$ cat src/rtl/dma_pkg.sv
// Shared definitions for the word-copy DMA engine: FSM states, slave
// register offsets and the byte-lane merge used by the register writes.
package dma_pkg;

  typedef enum logic [1:0] {
    ST_IDLE = 2'd0,
    ST_RD   = 2'd1,
    ST_WR   = 2'd2,
    ST_DONE = 2'd3
  } dma_state_t;

  // Register index taken from address bits [3:2]
  localparam logic [1:0] REG_SRC  = 2'd0;
  localparam logic [1:0] REG_DST  = 2'd1;
  localparam logic [1:0] REG_LEN  = 2'd2;
  localparam logic [1:0] REG_CTRL = 2'd3;

  // Address increment per copied 32-bit word
  localparam logic [31:0] WORD_STEP = 32'd4;

  // Replace only the byte lanes whose enable bit is set
  function automatic logic [31:0] merge_bytes(input logic [31:0] old_value,
                                              input logic [31:0] new_value,
                                              input logic [3:0]  mask);
    logic [31:0] result;
    for (int b = 0; b < 4; b++) begin
      result[8*b +: 8] = mask[b] ? new_value[8*b +: 8] : old_value[8*b +: 8];
    end
    return result;
  endfunction

endpackage

$ cat src/rtl/dma_copy.sv
// Memory-to-memory word copier. A zero-wait slave port holds the SRC, DST,
// LEN and CTRL registers; a master port performs one read then one write per
// word until LEN reaches zero or the bus reports a fault.
module dma_copy
  import dma_pkg::*;
#(
  parameter int LEN_WIDTH = 16
) (
  input  logic        clk,
  input  logic        reset_n,
  input  logic [31:0] address_in,
  input  logic        sel_in,
  input  logic        read_in,
  output logic [31:0] read_value_out,
  input  logic [3:0]  write_mask_in,
  input  logic [31:0] write_value_in,
  output logic        ready_out,
  output logic [31:0] address_out,
  output logic        read_out,
  output logic        write_out,
  output logic [3:0]  write_mask_out,
  output logic [31:0] write_value_out,
  input  logic [31:0] read_value_in,
  input  logic        ready_in,
  input  logic        fault_in
);

  dma_state_t           r_state;
  logic [31:0]          r_src;
  logic [31:0]          r_dst;
  logic [LEN_WIDTH-1:0] r_len;
  logic [31:0]          r_data;
  logic                 r_done;
  logic                 r_fault;
  logic [31:0]          r_address_out;
  logic                 r_read_out;
  logic                 r_write_out;
  logic [3:0]           r_write_mask_out;

  logic [1:0]  w_reg_sel;
  logic        w_busy;
  logic        w_wr_en;
  logic        w_start;
  logic        w_len_zero;
  logic        w_len_one;
  logic [31:0] w_len_ext;
  logic [31:0] w_src_merged;
  logic [31:0] w_dst_merged;
  logic [31:0] w_len_merged;
  logic [31:0] w_read_mux;
  logic        w_unused;

  // Any asserted byte enable on a selected access is a register write
  assign w_reg_sel  = address_in[3:2];
  assign w_busy     = (r_state == ST_RD) || (r_state == ST_WR);
  assign w_wr_en    = sel_in && (write_mask_in != 4'b0000);
  assign w_start    = w_wr_en && (w_reg_sel == REG_CTRL) && write_mask_in[0] && write_value_in[0];
  assign w_len_zero = (r_len == '0);
  assign w_len_one  = (r_len == LEN_WIDTH'(1));
  assign w_len_ext  = 32'(r_len);

  // Word-aligned pointers: the two low address bits never hold a 1
  assign w_src_merged = merge_bytes(r_src, write_value_in, write_mask_in) & ~32'h3;
  assign w_dst_merged = merge_bytes(r_dst, write_value_in, write_mask_in) & ~32'h3;
  assign w_len_merged = merge_bytes(w_len_ext, write_value_in, write_mask_in);

  // Only address bits [3:2] decode registers; the rest alias, and reads need
  // no strobe because the data path is combinational
  assign w_unused = ^{address_in[31:4], address_in[1:0], read_in, w_len_merged};

  // Slave read data selection
  always_comb begin
    w_read_mux = 32'h0;
    case (w_reg_sel)
      REG_SRC: w_read_mux = r_src;
      REG_DST: w_read_mux = r_dst;
      REG_LEN: w_read_mux = w_len_ext;
      default: w_read_mux = {29'h0, r_fault, r_done, w_busy};
    endcase
  end

  // Wired-OR slave bus: drive zero whenever not selected or held in reset
  assign read_value_out  = (sel_in && reset_n) ? w_read_mux : 32'h0;
  assign ready_out       = sel_in;
  assign address_out     = r_address_out;
  assign read_out        = r_read_out;
  assign write_out       = r_write_out;
  assign write_mask_out  = r_write_mask_out;
  assign write_value_out = r_data;

  // Register file updates plus the copy FSM with registered master requests
  always_ff @(posedge clk or negedge reset_n) begin
    if (!reset_n) begin
      r_state          <= ST_IDLE;
      r_src            <= 32'h0;
      r_dst            <= 32'h0;
      r_len            <= '0;
      r_data           <= 32'h0;
      r_done           <= 1'b0;
      r_fault          <= 1'b0;
      r_address_out    <= 32'h0;
      r_read_out       <= 1'b0;
      r_write_out      <= 1'b0;
      r_write_mask_out <= 4'h0;
    end else begin
      if (w_wr_en && !w_busy) begin
        case (w_reg_sel)
          REG_SRC: r_src <= w_src_merged;
          REG_DST: r_dst <= w_dst_merged;
          REG_LEN: r_len <= w_len_merged[LEN_WIDTH-1:0];
          default: ;
        endcase
      end

      case (r_state)
        ST_IDLE: begin
          if (w_start) begin
            r_fault <= 1'b0;
            if (w_len_zero) begin
              r_done  <= 1'b1;
              r_state <= ST_DONE;
            end else begin
              r_done        <= 1'b0;
              r_read_out    <= 1'b1;
              r_address_out <= r_src;
              r_state       <= ST_RD;
            end
          end
        end
        ST_RD: begin
          if (ready_in) begin
            r_read_out <= 1'b0;
            if (fault_in) begin
              r_fault <= 1'b1;
              r_done  <= 1'b1;
              r_state <= ST_DONE;
            end else begin
              r_data           <= read_value_in;
              r_write_out      <= 1'b1;
              r_write_mask_out <= 4'hF;
              r_address_out    <= r_dst;
              r_state          <= ST_WR;
            end
          end
        end
        ST_WR: begin
          if (ready_in) begin
            r_write_out      <= 1'b0;
            r_write_mask_out <= 4'h0;
            if (fault_in) begin
              r_fault <= 1'b1;
              r_done  <= 1'b1;
              r_state <= ST_DONE;
            end else begin
              r_src <= r_src + WORD_STEP;
              r_dst <= r_dst + WORD_STEP;
              r_len <= r_len - LEN_WIDTH'(1);
              if (w_len_one) begin
                r_done  <= 1'b1;
                r_state <= ST_DONE;
              end else begin
                r_read_out    <= 1'b1;
                r_address_out <= r_src + WORD_STEP;
                r_state       <= ST_RD;
              end
            end
          end
        end
        default: r_state <= ST_IDLE;
      endcase
    end
  end

endmodule

$ cat config.mk
export PLATFORM = sky130hd
export DESIGN_NAME = dma_copy
export DESIGN_NICKNAME = d
export VERILOG_FILES = /design/src/rtl/dma_pkg.sv /design/src/rtl/dma_copy.sv
export SDC_FILE = /design/constraint.sdc
export NUM_CORES = 1
export LEC_CHECK = 0
export ABC_AREA = 0
export CORE_ASPECT_RATIO = 1.25
export CORE_MARGIN = 4
export CORE_UTILIZATION = 54
export DETAILED_ROUTE_END_ITERATION = 7
export GPL_ROUTABILITY_DRIVEN = 0
export PLACE_DENSITY = 0.84
export SLEW_MARGIN = 20
export SYNTH_ARGS = -nofsm -noshare
export SYNTH_HDL_FRONTEND = slang
export SYNTH_SLANG_ARGS = --single-unit
$ cat constraint.sdc
create_clock -name clk -period 8.1 [get_ports clk]
set_input_delay 2.43 -clock clk [delete_from_list [all_inputs] [get_ports clk]]
set_output_delay 2.43 -clock clk [all_outputs]
set_load 0.05 [all_outputs]
==> summary.txt <==
MIN PATH
-------------------------------------------------------------------------------------
Worst hold path class                                                         reg2reg
Hold Path End                                                            address_out[17]
Hold path startpoint                                                     address_out[17]
Worst hold stages                                                                   1

FLOORPLAN
-------------------------------------------------------------------------------------
Area of the core                                                          0.0176 mm^2
Row Count                                                                          54
Die outline height                                                             158 um
Chip Width                                                                     128 um
Initial core utilization                                                        0.554
I/O Pins                                                                          209
Die footprint                                                             0.0203 mm^2

DETAILED ROUTING
-------------------------------------------------------------------------------------
Routed length on met2                                                         16.3 mm
Wire length on met1                                                           11.4 mm
Vias                                                                            10000
1st-pass router iterations                                                          8
Highest metal layer with signal wires                                            met4
Sum of routed wire length over all layers                                     32.9 mm
Met3 wire length                                                              2.88 mm
Starting DRT DRC Count                                                           1335
Number of antenna-violating nets in the routed design                               0
Via density per instance                                                         6.85
Final routed wire length divided by cell count                                22.4 um
Post-route DRC violation count                                                      8

FINISH
-------------------------------------------------------------------------------------
Post-synthesis to final-layout area growth                                      25.6%
Ant diodes                                                                          0
Number of nets in the finished design                                            1344
Final core utilization                                                          0.695
Layout cells sized above 1                                                      0.119
Most frequent standard cell in the layout excluding fill and tap cells   clkdlybuf4s50_1
Post-Layout Inst Area                                                     0.0123 mm^2
Fillers                                                                          1338
Most used cells in the layout excluding fill and tap cells               clkdlybuf4s50_1 (160), dfrtp_1 (150), nor2_1 (127), a21oi_1 (85), nand2_1 (75)
Non-Filler Instances                                                             1467

RUN STATUS
-------------------------------------------------------------------------------------
Status                                                                   finished, violations left
Violations in the final reports                                                   DRC

CTS
-------------------------------------------------------------------------------------
CTS tree                                                                        built
Post-CTS Resized                                                                    0
Number of H-tree branching levels                                                   4
Clock root buffer                                                           clkbuf_16
Clock slew seen by the registers of the worst setup and hold paths              60 ps
Cts-stage hold buffer count                                                         0
Total setup buffers inserted after CTS                                              0
Total clock sinks                                                                 150
Source-to-sink clock delay at the later pin of the worst-skew pair             440 ps
TritonCTS Buffers                                                                  17
Buffer levels on the longest clock path                                             2

CRITICAL PATH
-------------------------------------------------------------------------------------
Worst r2r src                                                                r_len[1]
Kind of critical path                                                          in2out
Flop-to-flop setup slack                                                      4810 ps
Required time of the worst setup path                                         5670 ps
Arrival time at the worst endpoint                                            4630 ps
Slowest-stage cell, CP                                                   clkdlybuf4s50_1
Kind of capture point of the worst setup path                            primary output
Number of cells traversed by the worst register-to-register path                    7
Cell mode on critical path                                               clkdlybuf4s50_1
Cells along the critical path                                            clkdlybuf4s50_1 > or2_2 > nor2_1 > clkdlybuf4s50_1
Kind of start point of the critical path                                    input pin
Peak per-stage delay on the critical path                                      820 ps
Worst path bufs/invs                                                                2
Crit Path Max Fanout                                                               16
Top Family by Delay on Critical Path                                     buffers and inverters
Critical register-to-register path endpoint                              address_out[18]

TIMING
-------------------------------------------------------------------------------------
Total negative slack                                                             0 ps
Fmax                                                                          142 MHz
Final worst clock skew                                                        7.72 ps
Pin slew with the least headroom to its limit                                  991 ps
Worst max-slew margin expressed relative to the limit                           0.339
Crit share post-route                                                           0.872
Hold Violations, Final                                                              0
Number of max-slew violations in the final report                                   0
Setup repair after global routing missed its margin                             false
# setup viols final                                                                 0
Post-route minimum period                                                     7060 ps

GLOBAL ROUTING
-------------------------------------------------------------------------------------
Global routing usage summed across all routing layers                           0.321
Number of global-route vias before repair                                        9631
Global-route wire length before repair                                        51.5 mm
Overflow left after global routing                                                  0
Pin count of the biggest net entering global routing                               69
Number of antenna violations at the first check in global routing                   0

PLACE
-------------------------------------------------------------------------------------
DPL Wire Length                                                               23.2 mm
Placed instance area                                                      0.0116 mm^2
I/O Buffers                                                                       177
# placed instances                                                               1435

SYNTH
-------------------------------------------------------------------------------------
Count of flip-flops with a built-in enable after synthesis                          0
#FFs+latches synth                                                                150
Number of instances in the synthesized netlist                                   1113
Mapped Avg Cell Area                                                        8.77 um^2
Synthesized net count                                                            1227
Yosys warns                                                                         0
Count of cell types in the netlist                                                 80
FFs w/ async S/R, synth                                                          1.00
Area of the mapped netlist                                               0.00976 mm^2
Part of the Yosys area used for sequential elements                             0.384
Post-synth top flop                                                           dfrtp_1

FLOW RUN
-------------------------------------------------------------------------------------
Max-cap viol count                                                                  0

PWR
-------------------------------------------------------------------------------------
Leakage                                                                       4.94 nW
Worst voltage drop across the vdd grid                                     0.000291 V
Pwr/cell area                                                             435 mW/mm^2
Total power consumption of the routed design                                  5.34 mW

==> cell families after synthesis <==
logic type      synth area share
simple gates               0.214
compound gates             0.209
flops                      0.384
buf+inv                   0.0610
mux                        0.121
fa+ha+maj                 0.0103
==> worst max-delay path by stage <==
stage	start	to	cells past startpoint	slack [ps]
6_report	address_in[3]	read_value_out[19]	4	1040
5_1_grt	address_in[3]	read_value_out[24]	4	1000
4_1_cts	address_in[3]	read_value_out[30]	4	1070
3_5_place_dp	address_in[3]	read_value_out[30]	4	1060
3_3_place_gp	address_in[3]	read_value_out[30]	4	1120
2_1_floorplan	address_in[2]	read_value_out[12]	6	1450
==> sequential cells by signal, indices dropped and copies added, names as in the netlist <==
register / flops
r_len: 16
address_out: 32
r_src: 32
r_fault: 1
write_value_out: 32
write_mask_out: 1
r_dst: 32
read_out: 1
r_state: 2
r_done: 1
==> cells in the mapped netlist (18+ instances only) <==
| cell type | count | share of area |
|---|---|---|
| and3_1 | 18 | 0.012 |
| nand3_1 | 50 | 0.026 |
| clkbuf_1 | 57 | 0.022 |
| nand2_1 | 75 | 0.029 |
| mux2i_1 | 45 | 0.046 |
| dfrtp_1 | 150 | 0.38 |
| inv_1 | 32 | 0.012 |
| a21oi_1 | 85 | 0.044 |
| nor2_1 | 127 | 0.049 |
| nor3_1 | 30 | 0.015 |
| mux2_2 | 35 | 0.040 |
| nand4_1 | 34 | 0.022 |
| o21ai_0 | 50 | 0.026 |
| a31oi_1 | 36 | 0.023 |
| buf_2 | 22 | 0.011 |
| nor2b_1 | 19 | 0.012 |
==> stage by stage <==
step / worst slack [ps] / hold slack, ps
6_report: 1040 / 489
5_1_grt: 999 / 509
4_1_cts: 1070 / 493
3_5_place_dp: 1060 / 478
3_3_place_gp: 1120 / 471
2_1_floorplan: 1450 / 459
==> routing by layer <==
metal | global-route usage | up-vias
met3 | 0.0567 | 184
met5 | 0 | -
met1 | 0.378 | 4810
met2 | 0.542 | 692
met4 | 0.203 | 0
li1 | - | 4356
==> layout make-up <==
cell class                      count  area [um^2]  area share
Clock inverter                     13          193      0.0157
Timing Repair Buffer              197         2040       0.167
Clock buffer                       19          453      0.0369
Multi-Input combinational cell    832         5420       0.442
Sequential cell                   150         3750       0.306
Inverter                           32          120     0.00979
Tap cell                          224          280      0.0229
==> where the power goes <==
group / switching (mW) / internal [mW]
clock: 0.340 / 0.536
sequential: 0.474 / 1.09
combinational: 1.81 / 1.09
total: 2.62 / 2.72
Power figures use the tool's default switching activity.
